### config.mk
export PLATFORM = sky130hd
export DESIGN_NAME = key_debouncer_flat
export DESIGN_NICKNAME = d
export VERILOG_FILES = /design/src/rtl/key_debouncer_if.sv /design/src/rtl/key_debouncer.sv /design/src/flat_wrapper.sv
export SDC_FILE = /design/constraint.sdc
export NUM_CORES = 1
export LEC_CHECK = 0
export CAP_MARGIN = 20
export CORE_ASPECT_RATIO = 1.4
export CORE_MARGIN = 2
export CORE_UTILIZATION = 50
export CTS_BUF_LIST = sky130_fd_sc_hd__clkbuf_2
export CTS_CLUSTER_SIZE = 25
export DETAILED_ROUTE_END_ITERATION = 10
export DONT_BUFFER_PORTS = 1
export PLACE_DENSITY_LB_ADDON = 0.3
export RECOVER_POWER = 50
export SLEW_MARGIN = 15
export SYNTH_ARGS = -nofsm -noshare
export SYNTH_HDL_FRONTEND = slang
export SYNTH_SLANG_ARGS = --single-unit
### constraint.sdc
create_clock -name clk100_i -period 4.7 [get_ports clk100_i]
set_input_delay 0.94 -clock clk100_i [delete_from_list [all_inputs] [get_ports clk100_i]]
set_output_delay 0.94 -clock clk100_i [all_outputs]
set_load 0.005 [all_outputs]
### src/rtl/key_debouncer_if.sv
// Push-button debouncer signal bundle: raw key and repeat enable in,
// registered event pulses and debounced level out.
interface key_debouncer_if;
    logic key_i;
    logic rpt_en_i;
    logic press_o;
    logic rpt_o;
    logic release_o;
    logic held_o;

    modport master (
        output key_i,
        output rpt_en_i,
        input  press_o,
        input  rpt_o,
        input  release_o,
        input  held_o
    );

    modport slave (
        input  key_i,
        input  rpt_en_i,
        output press_o,
        output rpt_o,
        output release_o,
        output held_o
    );
endinterface

### src/rtl/key_debouncer.sv
// Active-low push-button debouncer with press/release pulses and optional
// auto-repeat, driven by one shared 26-bit cycle counter.
module key_debouncer #(
    parameter int unsigned DB_CYCLES  = 1000000,
    parameter int unsigned RPT_DELAY  = 50000000,
    parameter int unsigned RPT_PERIOD = 10000000
) (
    input  logic     clk100_i,
    input  logic     rstn_i,
    key_debouncer_if.slave kb
);

    localparam logic [25:0] DB_LAST    = 26'(DB_CYCLES - 1);
    localparam logic [25:0] DELAY_LAST = 26'(RPT_DELAY - 1);
    localparam logic [25:0] PER_LAST   = 26'(RPT_PERIOD - 1);

    typedef enum logic [2:0] {
        IDLE,
        DB_PRESS,
        HELD,
        REPEAT,
        DB_RELEASE
    } state_t;

    state_t      state_reg, state_next;
    logic [25:0] cnt_reg, cnt_next;
    logic [1:0]  sync_reg;
    logic        press_reg, press_next;
    logic        rpt_reg, rpt_next;
    logic        release_reg, release_next;
    logic        held_reg, held_next;
    logic        pressed_s;

    // Synchronizer resets to "released" so a key held through reset still debounces.
    always_ff @(posedge clk100_i or negedge rstn_i) begin
        if (!rstn_i) begin
            sync_reg <= 2'b11;
        end else begin
            sync_reg <= {sync_reg[0], kb.key_i};
        end
    end

    assign pressed_s = ~sync_reg[1];

    always_ff @(posedge clk100_i or negedge rstn_i) begin
        if (!rstn_i) begin
            state_reg   <= IDLE;
            cnt_reg     <= '0;
            press_reg   <= 1'b0;
            rpt_reg     <= 1'b0;
            release_reg <= 1'b0;
            held_reg    <= 1'b0;
        end else begin
            state_reg   <= state_next;
            cnt_reg     <= cnt_next;
            press_reg   <= press_next;
            rpt_reg     <= rpt_next;
            release_reg <= release_next;
            held_reg    <= held_next;
        end
    end

    always_comb begin
        state_next   = state_reg;
        cnt_next     = cnt_reg;
        press_next   = 1'b0;
        rpt_next     = 1'b0;
        release_next = 1'b0;

        case (state_reg)
            IDLE: begin
                if (pressed_s) begin
                    state_next = DB_PRESS;
                    cnt_next   = '0;
                end
            end

            DB_PRESS: begin
                if (!pressed_s) begin
                    state_next = IDLE;
                    cnt_next   = '0;
                end else if (cnt_reg == DB_LAST) begin
                    state_next = HELD;
                    cnt_next   = '0;
                    press_next = 1'b1;
                end else begin
                    cnt_next = cnt_reg + 26'd1;
                end
            end

            HELD: begin
                if (!pressed_s) begin
                    state_next = DB_RELEASE;
                    cnt_next   = '0;
                end else if (rpt_en_i_q() && cnt_reg == DELAY_LAST) begin
                    state_next = REPEAT;
                    cnt_next   = '0;
                    rpt_next   = 1'b1;
                end else if (cnt_reg != DELAY_LAST) begin
                    // Saturate so re-enabling repeat after the delay fires at once.
                    cnt_next = cnt_reg + 26'd1;
                end
            end

            REPEAT: begin
                if (!pressed_s) begin
                    state_next = DB_RELEASE;
                    cnt_next   = '0;
                end else if (!rpt_en_i_q()) begin
                    state_next = HELD;
                    cnt_next   = DELAY_LAST;
                end else if (cnt_reg == PER_LAST) begin
                    cnt_next = '0;
                    rpt_next = 1'b1;
                end else begin
                    cnt_next = cnt_reg + 26'd1;
                end
            end

            DB_RELEASE: begin
                if (pressed_s) begin
                    // Release bounce: back to held without a fresh press event.
                    state_next = HELD;
                    cnt_next   = '0;
                end else if (cnt_reg == DB_LAST) begin
                    state_next   = IDLE;
                    cnt_next     = '0;
                    release_next = 1'b1;
                end else begin
                    cnt_next = cnt_reg + 26'd1;
                end
            end

            default: begin
                state_next = IDLE;
                cnt_next   = '0;
            end
        endcase

        held_next = (state_next == HELD) || (state_next == REPEAT) ||
                    (state_next == DB_RELEASE);
    end

    function automatic logic rpt_en_i_q();
        return kb.rpt_en_i;
    endfunction

    assign kb.press_o   = press_reg;
    assign kb.rpt_o     = rpt_reg;
    assign kb.release_o = release_reg;
    assign kb.held_o    = held_reg;

endmodule

### src/flat_wrapper.sv
// flat-port wrapper written by rule: the top's interface ports become plain ports
module key_debouncer_flat 
#(
    parameter int unsigned DB_CYCLES  = 1000000,
    parameter int unsigned RPT_DELAY  = 50000000,
    parameter int unsigned RPT_PERIOD = 10000000
)
  (clk100_i, rstn_i, kb_key_i, kb_rpt_en_i, kb_press_o, kb_rpt_o, kb_release_o, kb_held_o);
  key_debouncer_if kb_i ();
  input  logic clk100_i;
  input  logic rstn_i;
  input wire logic [$bits(kb_i.key_i)-1:0] kb_key_i;
  input wire logic [$bits(kb_i.rpt_en_i)-1:0] kb_rpt_en_i;
  output wire logic [$bits(kb_i.press_o)-1:0] kb_press_o;
  output wire logic [$bits(kb_i.rpt_o)-1:0] kb_rpt_o;
  output wire logic [$bits(kb_i.release_o)-1:0] kb_release_o;
  output wire logic [$bits(kb_i.held_o)-1:0] kb_held_o;
  assign kb_i.key_i = kb_key_i;
  assign kb_i.rpt_en_i = kb_rpt_en_i;
  assign kb_press_o = kb_i.press_o;
  assign kb_rpt_o = kb_i.rpt_o;
  assign kb_release_o = kb_i.release_o;
  assign kb_held_o = kb_i.held_o;
  key_debouncer #(.DB_CYCLES(DB_CYCLES), .RPT_DELAY(RPT_DELAY), .RPT_PERIOD(RPT_PERIOD)) u_core (.clk100_i(clk100_i), .rstn_i(rstn_i), .kb(kb_i));
endmodule
Word-level counts from Yosys, hierarchy flattened
Index checks and enable logic that the tools add are counted.
Word-level totals
  bits in registers: 35
  bits in latches: 0
  bits in writable memories: 0
  memory bits (read-only): 0
  input port bits: 4
  logic and storage cells: 58
  memories kept: 0
Operators by class
  $add $sub $neg: 1
  multiply operators: 0
  div/mod/pow operators: 0
  magnitude comparators: 0
  equal/unequal tests: 13
  shifts and indexed selects: 0
  multiplexer cells: 32
  bitwise operators: 0
  reduce and logical (&&, ||, !) cells: 5
Operators by type and width (number)
  $mux W26: 10
  $pmux W26 S5: 1
  $mux W3: 9
  $add A26 B1 Y26 const B: 1
  $eq A26 B20 Y1 const B: 1
  $eq A26 B24 Y1 const B: 1
  $eq A26 B26 Y1 const B: 1
  $ne A26 B26 Y1 const B: 1
  $pmux W3 S5: 1
  $eq A3 B2 Y1 const B: 4
  $mux W1: 10
  $eq A3 B3 Y1 const B: 2
  $ne A4 B1 Y1 const B: 1
  $eq A3 B1 Y1 const B: 1
  $logic_not A3 Y1: 1
  $logic_or A1 B1 Y1: 2
  $ne A2 B2 Y1 const B: 1
  $pmux W1 S2: 1
  $reduce_and A2 Y1: 1
  $logic_and A1 B1 Y1: 1

Depth between registers and ports, before layout
Gate-level depths: netlist (run 1).
  depth in word-level cells: 8
  gate-level depth with buffers: 9
  depth with buffers taken out: 7

Worst setup path after synthesis (run 1)
No wires, ideal clock.
  path kind: register to register
  from: reg u_core.cnt_reg[8]
  to: reg u_core.cnt_reg[1]
  arrival time: 2.419 ns
  path slack: 2.155 ns
  stages on the path, launching flop included: 8
  clock period less this slack: 2.545 ns
  cells stage by stage: dfrtp_1 > buf_6 > or4_4 > or4_4 > o31ai_4 > nand3_4 > and2_4 > a221o_1
On the way
  longest elaborated chain between the ends: 5
  elaborated cells on any way between the ends: 16
  classes of those cells: eq/ne: 5; mux: 9; reduce/logical: 2
RTL lines
  from (decl): line key_debouncer.sv:26  | logic [25:0] cnt_reg, cnt_next;
  from (signal assigned): line key_debouncer.sv:55  | cnt_reg <= cnt_next;
  $eq A26 B24 Y1 or $eq A26 B26 Y1 (tied branches): line key_debouncer.sv:112, key_debouncer.sv:95
  $mux W26 or $logic_and A1 B1 Y1 (tied branches): line key_debouncer.sv:112, key_debouncer.sv:95
  $mux W26 (on tied branches): line key_debouncer.sv:109, key_debouncer.sv:95
  $mux W26 (on tied branches): line key_debouncer.sv:106, key_debouncer.sv:92
  $pmux W26 S5: line key_debouncer.sv:70  | case (state_reg)
Several ways; a longest one is shown, not always the timed one.
A chain may end at the register's enable or synchronous reset.

Final worst setup path (run 1)
  from: reg u_core.cnt_reg[8]
  to: reg u_core.cnt_reg[10]
On the way
  longest elaborated chain between the ends: 5
  elaborated cells on any way between the ends: 18
  classes of those cells: add/sub: 1; eq/ne: 5; mux: 10; reduce/logical: 2
RTL lines
  $add A26 B1 Y26, or another cell as far along
  $mux W26, or another cell as far along: line key_debouncer.sv:112  | end else if (cnt_reg == PER_LAST) begin
  $mux W26 (on tied branches): line key_debouncer.sv:109, key_debouncer.sv:95
  $mux W26 (on tied branches): line key_debouncer.sv:106, key_debouncer.sv:92
  $pmux W26 S5: line key_debouncer.sv:70
Several ways; a longest one is shown, not always the timed one. The select of a mux whose other input is x is not followed.

==> results by group, run 1 <==
Placed design
  • RD Place Congestion: roughly 0.88
  • Hpwl dp: about 3200 um
  • Cell total after placement: between 200 and 300
  • I/O Buffers: 0

Clock network
  • # hold bufs at CTS: 0
  • Setup bufs post-CTS: 0
  • CTS tree: yes
  • CTS root buffer: clkbuf_2
  • Reg clk slew, reported paths: roughly 0.20 ns
  • Post-CTS resize count: 0
  • H-Tree Depth: 2
  • CTS max path bufs: 2
  • CTS Sinks: 35
  • CTS buffer count: 5
  • Worst-skew pair later-pin latency: 0.40 ns

Die
  • Initial core utilization: a little over half
  • Total die area: ~4700 um^2
  • Die Width: around 59 um
  • I/O pins: 8
  • Core area: 3990 um^2
  • # rows: 27
  • Die height: 80.4 um

Detailed routing
  • Residual DRC count: 1
  • Post-DR vias/cell: about 6.3
  • Vias: approximately 1700
  • Routed Antenna Nets: 0
  • Met3 routed WL: 174 um
  • M1 WL: slightly below 2000 um
  • Uppermost routed layer: met4
  • Met2 Routed Length: 2300 um
  • Routed Wire Length: 4570 um
  • DRT iter0 DRCs: 34
  • Drt pass-1 iters: 7
  • Wire per inst: 17.0 um

Final layout
  • Nets: 230
  • Finished Core Util: 54.1%
  • # diodes: 0
  • Commonest non-fill, non-tap cell in the layout: dfrtp_1
  • Sequential Area: between 800 and 900 um^2
  • Area of the multi-input gates: around 1100 um^2
  • Area Overhead vs Synth: 3.30%
  • Layout cell share with drive strength beyond 1: a little under an eighth
  • Filler cells: approximately 380
  • Max reg flops: 26
  • Fin cells: about 270
  • Most frequent cells in the layout: 33 x dfrtp_1, 22 x nand2_1, 18 x a21oi_1

Run status
  • Violated checks: design-rule violations
  • Status: finished with violations

Timing
  • Tmin final: approximately 2.8 ns
  • RSZ-0062 raised after global routing: no
  • Crit share post-route: about three fifths
  • Max-slew violations: 0
  • Worst slew margin: 44.1%
  • Worst Tran Pin Value: around 0.83 ns
  • Clk_skew: 0.0289 ns
  • Endpoints failing setup: 0
  • Final hold vios: 0
  • F_max: approximately 360 MHz
  • Setup TNS Final: 0 ns

Synthesis
  • Distinct cells, synth: between 50 and 60
  • Synth Flop Type: dfrtp_1
  • Share of flip-flops with an asynchronous set or reset: 100%
  • Instance count of the mapped netlist: ~230
  • Synth Area per Inst: 9.00 um^2
  • Mapped Nets: between 200 and 250
  • Seq/Total Area, Yosys: between 40% and 50%
  • Yosys warns: 0
  • Most area-hungry cell type in the Yosys netlist: dfrtp_1
  • Cell Area, Synth: 2090 um^2
  • Number of flops mapped to enable cells by yosys: 0
  • #FFs+latches synth: 35
  • Largest cells by area after synthesis: dfrtp_1 40%, a21oi_1 4.3%, nand2_1 4.0%
  • Share of Yosys cell area claimed by the top area cell type: 39.6%

Worst setup path
  • Critical Path Sink Type: register
  • Critical Path RT: between 4 and 5 ns
  • CP max FO: 9
  • CP Class: reg -> reg
  • Type of element launching the critical path: register
  • CP arrival: 3.09 ns

Global routing
  • Initial antenna violation count: 0
  • Vias in the first global route: 1671
  • Grt ovf: 0
  • First-pass GRT wire length: 7710 um
  • GRT Util Overall: a little over a fifth
  • Largest net degree at the start of global routing: 36

Min path
  • Worst hold-check path type: in -> async

Pwr
  • P_leak: approximately 0.84 nW
  • Worst IR drop on VDD: 0.159 mV
  • Power density over cell area: approximately 240 nW/um^2

Flow run
  • Max-Cap Viols: 0
-- worst max-delay path: stages (launching register included) --
cell and delay, ns:
dfrtp_1 0.51, or4_4 0.54, or4_4 0.56, o31ai_4 0.27, o211a_1 0.33, nand2b_1 0.34, o31ai_1 0.12
-- where the power goes --
part / total (mW) / switching [mW] / internal, mW
sequential: 0.307 / 0.00258 / 0.304
clock: 0.197 / 0.110 / 0.0876
combinational: 0.0186 / 0.0118 / 0.00680
total: 0.523 / 0.124 / 0.399
-- synthesized netlist by cell type (6+ instances only) --
library cell and number:
dfrtp_1 33, nand2_1 22, a21oi_1 18, o21ai_0 15, nor2_1 12, nand4_1 10
xor2_1 9, inv_1 8, nand3_1 8, nor3_1 8, buf_2 7, xnor2_1 7
nor4_1 6, o31ai_1 6
-- final cells by class --
cell class	count	share of cell area (%)
Clock buffer	5	1.16
Multi-Input combinational cell	173	51.4
Timing Repair Buffer	2	1.04
Sequential cell	35	40.7
Inverter	8	1.39
Clock inverter	3	1.80
Tap cell	43	2.50
-- path summary, 6_finish.rpt --
| kind | startpoint | end | depth (start not counted) | slack, ns |
|---|---|---|---|---|
| worst max-delay path | u_core.cnt_reg[8]$_DFFE_PN0P_ | u_core.cnt_reg[10]$_DFFE_PN0P_ | 6 | 1.89 |
| worst min-delay path | rstn_i | u_core.cnt_reg[19]$_DFFE_PN0P_ | 0 | 0.19 |
| worst max register to register | u_core.cnt_reg[8]$_DFFE_PN0P_ | u_core.cnt_reg[10]$_DFFE_PN0P_ | 6 | 1.89 |
| worst min register to register | u_core.sync_reg[0]$_DFF_PN1_ | u_core.sync_reg[1]$_DFF_PN1_ | 0 | 0.37 |
| min in group clk100_i | u_core.sync_reg[0]$_DFF_PN1_ | u_core.sync_reg[1]$_DFF_PN1_ | 0 | 0.37 |
| max in group asynchronous | rstn_i | u_core.sync_reg[0]$_DFF_PN1_ | 0 | 4.33 |
-- through the flow --
stage               cell area (um^2)  worst slack (ns)  hold slack, ns  power [mW]
floorplan                       2090              2.15           0.345       0.326
global placement                2070              1.95           0.345       0.330
detailed placement              2080              1.90           0.347       0.330
CTS                             2140              1.87           0.191       0.522
global route                    2160              1.65           0.150       0.541
finish                          2160              1.89           0.190       0.523
-- metal layers --
layer / vias to the layer above / global-route usage (%)
met5: - / 0
met4: 0 / 9.32
met3: 10 / 4.83
met2: 31 / 37.0
met1: 827 / 25.2
li1: 836 / -
-- cell families (layout without fill, tap and decap cells) --
kind of cell | count (synthesis) | after routing | synth area share [%]
AOI/OAI and AO/OA | 63 | 63 | 20.0
xor gates and xnor gates | 16 | 16 | 6.71
adders and majority gates | 1 | 1 | 0.599
buffers and inverters | 24 | 18 | 5.40
DFF | 35 | 35 | 42.1
and+or+nand+nor | 93 | 93 | 25.2
Note: power is estimated with default switching activity, not from simulation.
==> run 2, diff against run 1 <==
clock period = 2.9 ns   (was 4.7 ns; I/O delays follow)
==> results by group, run 2 (synthesized netlist as in run 1, its figures left out) <==
Global routing
  • Initial antenna violation count: 0
  • Grt ovf: 0
  • First-pass GRT wire length: about 8000 um
  • Vias in the first global route: between 1500 and 2000
  • Largest net degree at the start of global routing: 36
  • GRT Util Overall: approximately 22%

Die
  • Die Width: just under 60 um
  • I/O pins: 8
  • Core area: between 3000 and 4000 um^2
  • # rows: 27
  • Die height: around 80 um
  • Total die area: 4710 um^2
  • Initial core utilization: a little over half

Worst setup path
  • Levels on crit path: 6
  • Worst-path cell chain: or4_4 > or4_4 > o31ai_4 > o211a_1 > nand2b_1 > o22ai_1
  • Critical Path Source: u_core.cnt_reg[8]$_DFFE_PN0P_
  • CP arrival: just under 3 ns
  • Worst r2r path cells: 6
  • WP buf/inv: 0
  • CP Class: reg -> reg
  • Worst stage delay on the critical path: 0.56 ns
  • Critical Path RT: between 3 and 4 ns
  • Type of element launching the critical path: register
  • Most common cell on crit path: or4_4
  • Slowest CP cell: or4_4
  • Critical Path Sink Type: register
  • CP max FO: 8
  • Reg-to-Reg Start: u_core.cnt_reg[8]$_DFFE_PN0P_
  • End of the worst register-to-register path: u_core.cnt_reg[11]$_DFFE_PN0P_
  • R2R Setup Slk: roughly 0.23 ns
  • CP Capture Point: u_core.cnt_reg[11]$_DFFE_PN0P_
  • CP top delay family: simple AND/OR/NAND/NOR gates

Timing
  • Endpoints failing setup: 0
  • RSZ-0062 raised after global routing: no
  • Worst Tran Pin Value: ~1.9 ns
  • Max-slew violations: 36
  • Final hold vios: 0
  • Crit share post-route: around nine tenths
  • Tmin final: 2.67 ns
  • Clk_skew: 0.0157 ns
  • F_max: roughly 370 MHz
  • Setup TNS Final: 0 ns
  • Worst slew margin: -25.0%

Detailed routing
  • Vias: about 1700
  • DRT iter0 DRCs: 96
  • Wire per inst: roughly 17 um
  • Drt pass-1 iters: 7
  • Routed Antenna Nets: 0
  • Routed Wire Length: about 4600 um
  • Residual DRC count: 1
  • Post-DR vias/cell: around 6.2

Clock network
  • CTS root buffer: clkbuf_2
  • CTS tree: yes
  • CTS buffer count: 5
  • H-Tree Depth: 2
  • CTS Sinks: 35
  • CTS max path bufs: 2
  • Worst-skew pair later-pin latency: ~0.4 ns
  • Post-CTS resize count: 0
  • Reg clk slew, reported paths: approximately 0.18 ns
  • Setup bufs post-CTS: 0
  • # hold bufs at CTS: 2

Final layout
  • # diodes: 0
  • Area Overhead vs Synth: 5.58%
  • Layout cell share with drive strength beyond 1: 14.9%
  • Finished Core Util: 55.3%
  • Commonest non-fill, non-tap cell in the layout: dfrtp_1
  • Max reg flops: 26
  • Most frequent cells in the layout: 33 x dfrtp_1, 22 x nand2_1, 18 x a21oi_1
  • Nets: about 240

Min path
  • Worst hold-check path type: in -> reg

Placed design
  • Hpwl dp: roughly 3500 um
  • RD Place Congestion: a little over 0.9
  • I/O Buffers: 0

Flow run
  • Max-Cap Viols: 1

Run status
  • Violated checks: design-rule violations, max-capacitance violations, max-slew violations
  • Status: finished with violations

Pwr
  • Worst IR drop on VDD: between 0.15 and 0.2 mV
  • Power density over cell area: 345 nW/um^2
  • Pwr Total: between 0.7 and 0.8 mW
  • P_leak: between 0.8 and 0.9 nW
==> run 2: report_power, final <==
group / leakage (nW) / internal [mW] / switching (mW) / total [mW]
Combinational: 0.361 / 0.0150 / 0.0296 / 0.0447
Sequential: 0.479 / 0.493 / 0.00434 / 0.497
Clock: 0.0325 / 0.0552 / 0.164 / 0.219
==> run 2: through the flow <==
stage / hold slack (ns) / std cells / setup WS (ns) / instance area [um^2]
5_1_grt: 0.130 / 278 / 0.0984 / 2200
3_5_place_dp: 0.285 / 268 / 0.275 / 2150
2_1_floorplan: 0.284 / 232 / 0.355 / 2090
3_3_place_gp: 0.285 / 268 / 0.319 / 2150
6_report: 0.156 / 278 / 0.233 / 2200
4_1_cts: 0.151 / 278 / 0.243 / 2220
==> run 2: worst reg2reg max path, cell delays in order (launching register included) <==
cell and delay [ns]:
dfrtp_1 0.43, or4_4 0.52, or4_4 0.56, o31ai_4 0.26, o211a_1 0.31, nand2b_1 0.34
o22ai_1 0.11
==> run 2: how the worst min path moves through the flow <==
| stage | startpoint | to | slack, ns | cells after the start |
|---|---|---|---|---|
| final | kb_key_i | u_core.sync_reg[0]$_DFF_PN1_ | 0.16 | 0 |
| after global routing | kb_key_i | u_core.sync_reg[0]$_DFF_PN1_ | 0.13 | 0 |
| after CTS | kb_key_i | u_core.sync_reg[0]$_DFF_PN1_ | 0.15 | 0 |
| after detailed placement | rstn_i | u_core.cnt_reg[9]$_DFFE_PN0P_ | 0.29 | 0 |
| after global placement | rstn_i | u_core.kb.rpt_o$_DFF_PN0_ | 0.29 | 0 |
| after floorplan | rstn_i | u_core.cnt_reg[0]$_DFFE_PN0P_ | 0.28 | 0 |
==> run 2: routing by layer <==
metal | share of wire [%] | GRT usage, % | vias to the layer above | routed length, um
li1 | - | - | 847 | -
met1 | 41 | 25.9 | 843 | 1910
met2 | 53 | 39.6 | 37 | 2460
met3 | 2.8 | 3.86 | 9 | 130
met4 | 3.1 | 10.5 | 0 | 143
met5 | 0 | 0 | - | 0
==> run 2: area by class of cell <==
cell class                 count  area, um^2
sequential                    35         878
clock buffer                   5        25.0
tap                           43        53.8
inverter                       8        30.0
multi-input combinational    173        1110
clock inverter                 3        15.0
timing repair buffer          11        93.8
fill                         377        1780
==> run 3, diff against run 2 <==
CTS_CLUSTER_SIZE = 16   (was 25)
==> results of run 3 <==
Same layout as run 2: the final DEF is identical, and so are final timing and power.
